**src/rtl/mips_pkg.sv**
```systemverilog
// Shared MIPS core definitions: opcodes, instruction field positions and
// IF/ID stage state encoding.
package mips_pkg;

  localparam logic [5:0] OP_RTYPE = 6'h00;
  localparam logic [5:0] OP_BEQ   = 6'h04;
  localparam logic [5:0] OP_BNE   = 6'h05;
  localparam logic [5:0] OP_SW    = 6'h2B;
  localparam logic [5:0] OP_LW    = 6'h23;

  localparam int unsigned OP_MSB = 31;
  localparam int unsigned OP_LSB = 26;
  localparam int unsigned RS_MSB = 25;
  localparam int unsigned RS_LSB = 21;
  localparam int unsigned RT_MSB = 20;
  localparam int unsigned RT_LSB = 16;
  localparam int unsigned RD_MSB = 15;
  localparam int unsigned RD_LSB = 11;

  typedef enum logic [1:0] {
    EMPTY = 2'd0,
    RUN   = 2'd1,
    STALL = 2'd2
  } ifid_state_e;

  // Instructions that read rt as a source operand.
  function automatic logic uses_rt(input logic [5:0] op);
    return (op == OP_RTYPE) || (op == OP_BEQ) || (op == OP_BNE) || (op == OP_SW);
  endfunction

endpackage

```
**src/rtl/hazard_detect.sv**
```systemverilog
// Load-use hazard detection between the IF/ID instruction and an ID/EX load.
module hazard_detect
  import mips_pkg::*;
(
  input  logic [31:0] id_inst,
  input  logic        id_valid,
  input  logic        idex_mem_read,
  input  logic [4:0]  idex_rt,
  output logic        load_use
);

  logic [5:0] op;
  logic [4:0] rs;
  logic [4:0] rt;
  logic       unused_imm;

  assign op         = id_inst[OP_MSB:OP_LSB];
  assign rs         = id_inst[RS_MSB:RS_LSB];
  assign rt         = id_inst[RT_MSB:RT_LSB];
  assign unused_imm = ^id_inst[15:0];

  always_comb begin
    load_use = id_valid && idex_mem_read && (idex_rt != 5'd0) &&
               ((idex_rt == rs) || (uses_rt(op) && (idex_rt == rt)));
  end

endmodule

```
**src/rtl/if_id_stage.sv**
```systemverilog
// IF/ID pipeline register with load-use stall, bubble insertion and flush.
// Optional performance counters enabled by defining IFID_PERF_CNT_EN.
module if_id_stage
  import mips_pkg::*;
#(
  parameter logic [31:0] NOP_WORD = 32'h0000_0000
) (
  input  logic        clk,
  input  logic        reset,
  input  logic [31:0] if_inst,
  input  logic [31:0] if_pc4,
  input  logic        flush,
  input  logic        ext_stall,
  input  logic        idex_mem_read,
  input  logic [4:0]  idex_rt,
  output logic [31:0] id_inst,
  output logic [31:0] id_pc4,
  output logic        id_valid,
  output logic        pc_write,
`ifdef IFID_PERF_CNT_EN
  output logic [31:0] stall_cycles,
  output logic [31:0] flush_count,
`endif
  output logic        id_bubble
);

  ifid_state_e state_q;
  logic [31:0] inst_q;
  logic [31:0] pc4_q;
  logic        load_use;
  logic        hold;

  // The slot is live whenever the FSM is not EMPTY; no separate valid flop.
  assign id_valid = (state_q != EMPTY);
  assign id_inst  = inst_q;
  assign id_pc4   = pc4_q;

  hazard_detect u_hazard_detect (
    .id_inst       (inst_q),
    .id_valid      (id_valid),
    .idex_mem_read (idex_mem_read),
    .idex_rt       (idex_rt),
    .load_use      (load_use)
  );

  assign hold      = load_use | ext_stall;
  assign pc_write  = ~reset | flush | ~hold;
  assign id_bubble = reset & ~flush & load_use;

  always_ff @(posedge clk or negedge reset) begin
    if (!reset) begin
      state_q <= EMPTY;
      inst_q  <= NOP_WORD;
      pc4_q   <= '0;
    end else if (flush) begin
      state_q <= EMPTY;
      inst_q  <= NOP_WORD;
    end else if (hold) begin
      // An empty slot under ext_stall has nothing to hold; it stays invalid.
      state_q <= (state_q == EMPTY) ? EMPTY : STALL;
    end else begin
      state_q <= RUN;
      inst_q  <= if_inst;
      pc4_q   <= if_pc4;
    end
  end

`ifdef IFID_PERF_CNT_EN
  logic [31:0] stall_cycles_q;
  logic [31:0] flush_count_q;

  always_ff @(posedge clk or negedge reset) begin
    if (!reset) begin
      stall_cycles_q <= '0;
      flush_count_q  <= '0;
    end else begin
      if (hold && !flush) stall_cycles_q <= stall_cycles_q + 32'd1;
      if (flush && id_valid) flush_count_q <= flush_count_q + 32'd1;
    end
  end

  assign stall_cycles = stall_cycles_q;
  assign flush_count  = flush_count_q;
`endif

endmodule

```
**config.mk**
```make
export PLATFORM = sky130hd
export DESIGN_NAME = if_id_stage
export DESIGN_NICKNAME = d
export VERILOG_FILES = /design/src/rtl/mips_pkg.sv /design/src/rtl/hazard_detect.sv /design/src/rtl/if_id_stage.sv
export SDC_FILE = /design/constraint.sdc
export NUM_CORES = 1
export LEC_CHECK = 0
export ABC_AREA = 1
export BUFFER_PORTS_ARGS = -buffer_cell sky130_fd_sc_hd__buf_2
export CORE_ASPECT_RATIO = 0.5
export CORE_UTILIZATION = 50
export DETAILED_ROUTE_END_ITERATION = 10
export GPL_TIMING_DRIVEN = 0
export PLACE_DENSITY = 0.85
export SLEW_MARGIN = 10
export SYNTH_ARGS = -nofsm -noshare
export SYNTH_HDL_FRONTEND = slang
export SYNTH_SLANG_ARGS = --single-unit
```
**constraint.sdc**
```tcl
create_clock -name clk -period 3.1 [get_ports clk]
set_input_delay 0.62 -clock clk [delete_from_list [all_inputs] [get_ports clk]]
set_output_delay 0.62 -clock clk [all_outputs]
set_load 0.02 [all_outputs]
```
Word-level counts from Yosys, hierarchy flattened

Index checks and enable logic that the tools add are counted.

Register bits after elaboration: 66
Bits of input ports: 74
Logic and storage cells: 35

Equality and inequality tests: 6
Mux-type cells: 5
Bitwise logic cells: 8
Reductions and logical operators: 13

Operator list:

| kind                                                                  | number |
|---|---|
| 32-bit 2-to-1 mux                                                     | 2 |
| 6-bit by 3-bit equality test with 1-bit output, second input constant | 2 |
| 5-bit equality test                                                   | 2 |
| 6-bit equality test, second input constant                            | 1 |
| 6-bit zero test                                                       | 1 |
| 2-bit 2-to-1 mux                                                      | 3 |
| 5-bit nonzero test                                                    | 1 |
| 1-bit logical AND                                                     | 4 |
| 1-bit logical OR                                                      | 4 |
| 1-bit NOT                                                             | 3 |
| 1-bit bitwise OR                                                      | 3 |
| 1-bit AND                                                             | 2 |
| 2-bit zero test                                                       | 1 |
| 2-bit inequality test, second input constant                          | 1 |
| 2-bit AND reduction                                                   | 1 |
| 2-bit nonzero test                                                    | 1 |

Depth between registers and ports, before layout

Depth after elaboration: 10
Depth in mapped cells: 11
Mapped depth without buffers: 10

By module

A second synthesis with hierarchy kept.

Cells, all modules: 360
Area, all modules: 3195.6 um2

Modules (own cells, without submodules):

| module        | times used | cells an instance | area each (um2) | sequential area each (um2) |
|---|---|---|---|---|
| if_id_stage   | 1          | 294               | 2932.8          | 1651.6 |
| hazard_detect | 1          | 66                | 262.8           | 0.0 |

Least setup slack after synthesis

Ideal clock, no wire load.

Path type: input port to output port
Start: in idex_rt[0]
End: out id_bubble
Arrival time: 1.605 ns
Slack: 0.875 ns
Cell stages on the path: 9
Buffers on the path: 1
Cell sequence: inv_1 -> nand2_1 -> nand2_1 -> nor2_1 -> nand3_1 -> o21ai_1 -> nand2_2 -> buf_2 -> nor2_1

Cells in the longest elaborated chain, start to end: 5

Ends and longest elaborated chain:

| element               | RTL line            | text |
|---|---|---|
| from (decl)           | if_id_stage.sv:15   | `input logic [4:0] idex_rt,` |
| 5-bit equality test   | hazard_detect.sv:24 | `((idex_rt == rs) \|\| (uses_rt(op) && (idex_rt == rt)));` |
| 1-bit logical AND     | hazard_detect.sv:24 |  |
| 1-bit logical OR      | hazard_detect.sv:24 |  |
| 1-bit logical AND (*) | hazard_detect.sv:23 | `load_use = id_valid && idex_mem_read && (idex_rt != 5'd0) &&` |
| 1-bit AND (*)         | if_id_stage.sv:48   | `assign id_bubble = reset & ~flush & load_use;` |
| to (decl)             | if_id_stage.sv:24   | `output logic id_bubble` |

Every way passes the cells marked *; elsewhere a longest branch is shown, timed or not.

Worst setup path in the final report

Start: in flush
End: out pc_write

Cells in the longest elaborated chain, start to end: 2

Ends and longest elaborated chain:

| element                        | RTL line          | text |
|---|---|---|
| from (decl)                    | if_id_stage.sv:12 | `input logic flush,` |
| 1-bit bitwise OR (2 in series) | if_id_stage.sv:47 | `assign pc_write = ~reset \| flush \| ~hold;` |
| to (decl)                      | if_id_stage.sv:19 | `output logic pc_write,` |

Every way passes these cells.

==> flow_summary.yaml <==
yosys:
  syn_avg_cell_area_um2: 8.57
  synth_fp_nets: 431
  synth-warning-count: 0
  synth.largest_area_cell: "dfrtp_1"
  seq_area_frac_synth_pct: 54.0
  ys_ff_latch: 66
  synthCells: 357
  synth_ff_type: "dfrtp_1"
  synth-edff-count: 0
  netlist.area_leader.share_pct: 54.0
  synth_area_leaders: "dfrtp_1 54%, nand2_1 14%, nand4_1 13%"
  syn_area_um2: 3060
  synth_common_cells: "118 x nand2_1, 66 x dfrtp_1, 64 x nand4_1"
  synth.distinct_cells: 20
  synthArstFlopShare_pct: 100
  synth_most_common_cell: "nand2_1"
power_and_ir_drop:
  p_switching_uw: 678
  leakage_nw: 2.43
  intPower_mw: 1.78
  p_comb_share_pct: 17.7
  p_per_area_nw_per_um2: 587
  power_frac_clock_pct: 41.9
  pwr-share-seq_pct: 40.4
  p_sw_share_pct: 27.6
  peakVddDrop_uv: 303
finish:
  syn_to_final_growth_pct: 36.9
  nets: 583
  num-fill-cells: 434
  diodes: 0
  drive_above_1_share_pct: 33.9
drt:
  vias_per_cell: 5.38
  firstDrtPassIters: 5
  wl_per_cell_um: 14.5
  route.vias.total: 3154
  drtIter0Drc: 318
  drc_errors: 0
  ant_nets: 0
  wl_um: 8490
placement:
  gp_congestion: 0.812
  dp.final_hpwl_um: 5860
  port_buffers: 140
  place_ws_ns: 0.529
global_routing:
  grt_pass1_wl_um: 13900
  grt.overflow.total: 0
  grt_max_degree: 58
  grt_pass1_vias: 2945
  antenna_found_initial: 0
  grt_use_total_pct: 28.0
setup_path:
  worstPathCellList: "buf_2, inv_2, buf_1, clkbuf_1, nand3_1, buf_2"
  cpLargestDelayFamily: "buffers and inverters"
  slowest_delay_ns: 0.41
  path_class: "in2out"
  end_kind: "primary output"
  cp.required_ns: 2.48
  critPathLaunchType: "input port"
  cp.arrival_ns: 1.97
  cp_common_cell: "buf_2"
  cp_slowest_cell: "clkbuf_1"
  worst-path-buf-inv: 5
  critPathMaxFanout: 10
clock_tree:
  cts_buffer_depth: 2
  cts_tree: "done"
  htreeDepth: 3
  clkLatencyLatePin_ns: 0.32
  clockRootBuffer: "clkbuf_16"
  cts_setup_buffers: 0
  ctsResizeCount: 0
  hold_buffers: 0
  cts_buffers: 9
  path_clk_slew_ns: 0.05
  cts.sinks: 66
die:
  dieArea_um2: 6450
  fp.dieH_um: 57.3
  dieWidth_um: 113
  core_area_um2: 5680
  fp-row-count: 19
  start_util_pct: 53.8
  num_io_pins: 141
sta:
  period_needed_ns: 2.59
  relSlewSlack_pct: 64.7
  worst_pin_slew_ns: 0.530
  rsz0062_at_grt: "false"
  clock_skew_ns: 0.00563
  timing.fmax_ghz: 0.385
  worst_slack_ns: 0.506
  fin_crit_sh_pct: 83.7
  hold_viol_final: 0
  drv_slew: 0
  fin_tns_setup_ns: 0
  setup_viol: 0
run:
  cap_violations: 0
run_status:
  status: "completed"
hold_path:
  hold_class: "in2async"
worst reg2reg max path, stage by stage, from the launching register on:
cell and delay [ns]:
dfrtp_1 0.41, xor2_1 0.16, nor2_1 0.12, nand3_1 0.10, o21ai_1 0.11, nand2_2 0.14
buf_6 0.19, buf_6 0.15, nand4_1 0.09, nand2_1 0.07
power by group through the flow:
stage / sequential, mW / clock [mW] / combinational (mW)
global route: 1.00 / 1.08 / 0.477
detailed placement: 1.00 / 0 / 0.436
global placement: 1.00 / 0 / 0.422
finish: 0.993 / 1.03 / 0.435
CTS: 0.991 / 1.03 / 0.438
floorplan: 1.10 / 0 / 0.143
sequential cells by signal, summed over array words and instances, names as in the netlist:
register / flops
id_inst: 32
id_pc4: 32
state_q: 2
layout make-up:
class                      instances  area (µm²)  area share, %
timing repair buffer             141         731           17.5
clock buffer                      13         270           6.46
multi-input combinational        243        1160           27.7
tap                               73        91.3           2.18
buffer                            30         181           4.33
clock inverter                     2        35.0          0.837
sequential                        66        1650           39.5
inverter                          18        67.6           1.61
kinds of logic after synthesis:
kind of cell    share of synthesized area [%]
compound gates                          0.164
flops                                    54.0
xor+xnor                                 1.15
buf+inv                                  8.14
simple gates                             36.5
layout by cell type, fill, tap and decap left out:
| master | Yosys | final |
|---|---|---|
| buf_16 | 0 | 1 |
| nor3_1 | 1 | 1 |
| xnor2_1 | 1 | 1 |
| nand2_1 | 118 | 118 |
| inv_1 | 14 | 14 |
| nand3_2 | 1 | 1 |
| o21ai_1 | 1 | 1 |
| xor2_1 | 3 | 3 |
| buf_6 | 6 | 6 |
| clkbuf_16 | 0 | 9 |
| bufinv_16 | 0 | 1 |
| inv_2 | 3 | 3 |
| nor2_1 | 15 | 15 |
| dfrtp_1 | 66 | 66 |
| nand3_1 | 37 | 37 |
| clkinv_1 | 1 | 1 |
| nand2_2 | 1 | 1 |
| buf_4 | 6 | 7 |
| clkbuf_8 | 0 | 3 |
| nand4_1 | 64 | 64 |
| buf_2 | 1 | 140 |
| nand2_4 | 1 | 1 |
| clkinv_2 | 0 | 1 |
| clkbuf_1 | 9 | 10 |
| buf_1 | 8 | 8 |
path summary, 6_finish.rpt:
kind,endpoint,slack [ns],cells past startpoint,from
worst max-delay path,pc_write,0.51,6,flush
worst min-delay path,id_pc4[9],0.13,1,reset
worst max register to register,id_pc4[31],1.45,9,id_inst[22]
worst min register to register,id_pc4[24],0.47,2,id_pc4[24]
max in group asynchronous,id_inst[17],2.45,2,reset
min in group clk,id_pc4[24],0.47,2,id_pc4[24]
layer usage:
metal | part of all wire, % | up-vias | track usage [%]
li1 | - | 1505 | -
met1 | 44 | 1497 | 37.6
met2 | 49 | 134 | 46.2
met3 | 5.8 | 18 | 6.38
met4 | 1.4 | 0 | 8.38
met5 | 0 | - | 0
through the flow:
| step | total power [mW] | instances | utilization [%] | instance area [µm²] | hold slack (ns) |
|---|---|---|---|---|---|
| after global routing | 2.56 | 586 | 73.7 | 4190 | 0.133 |
| after detailed placement | 1.44 | 571 | 68.3 | 3880 | 0.453 |
| after CTS | 2.46 | 586 | 73.7 | 4190 | 0.136 |
| after floorplan | 1.24 | 357 | - | 3060 | 0.324 |
| final | 2.46 | 586 | 73.7 | 4190 | 0.132 |
| after global placement | 1.42 | 570 | 67.8 | 3850 | 0.450 |
(Power assumes the default switching activity.)
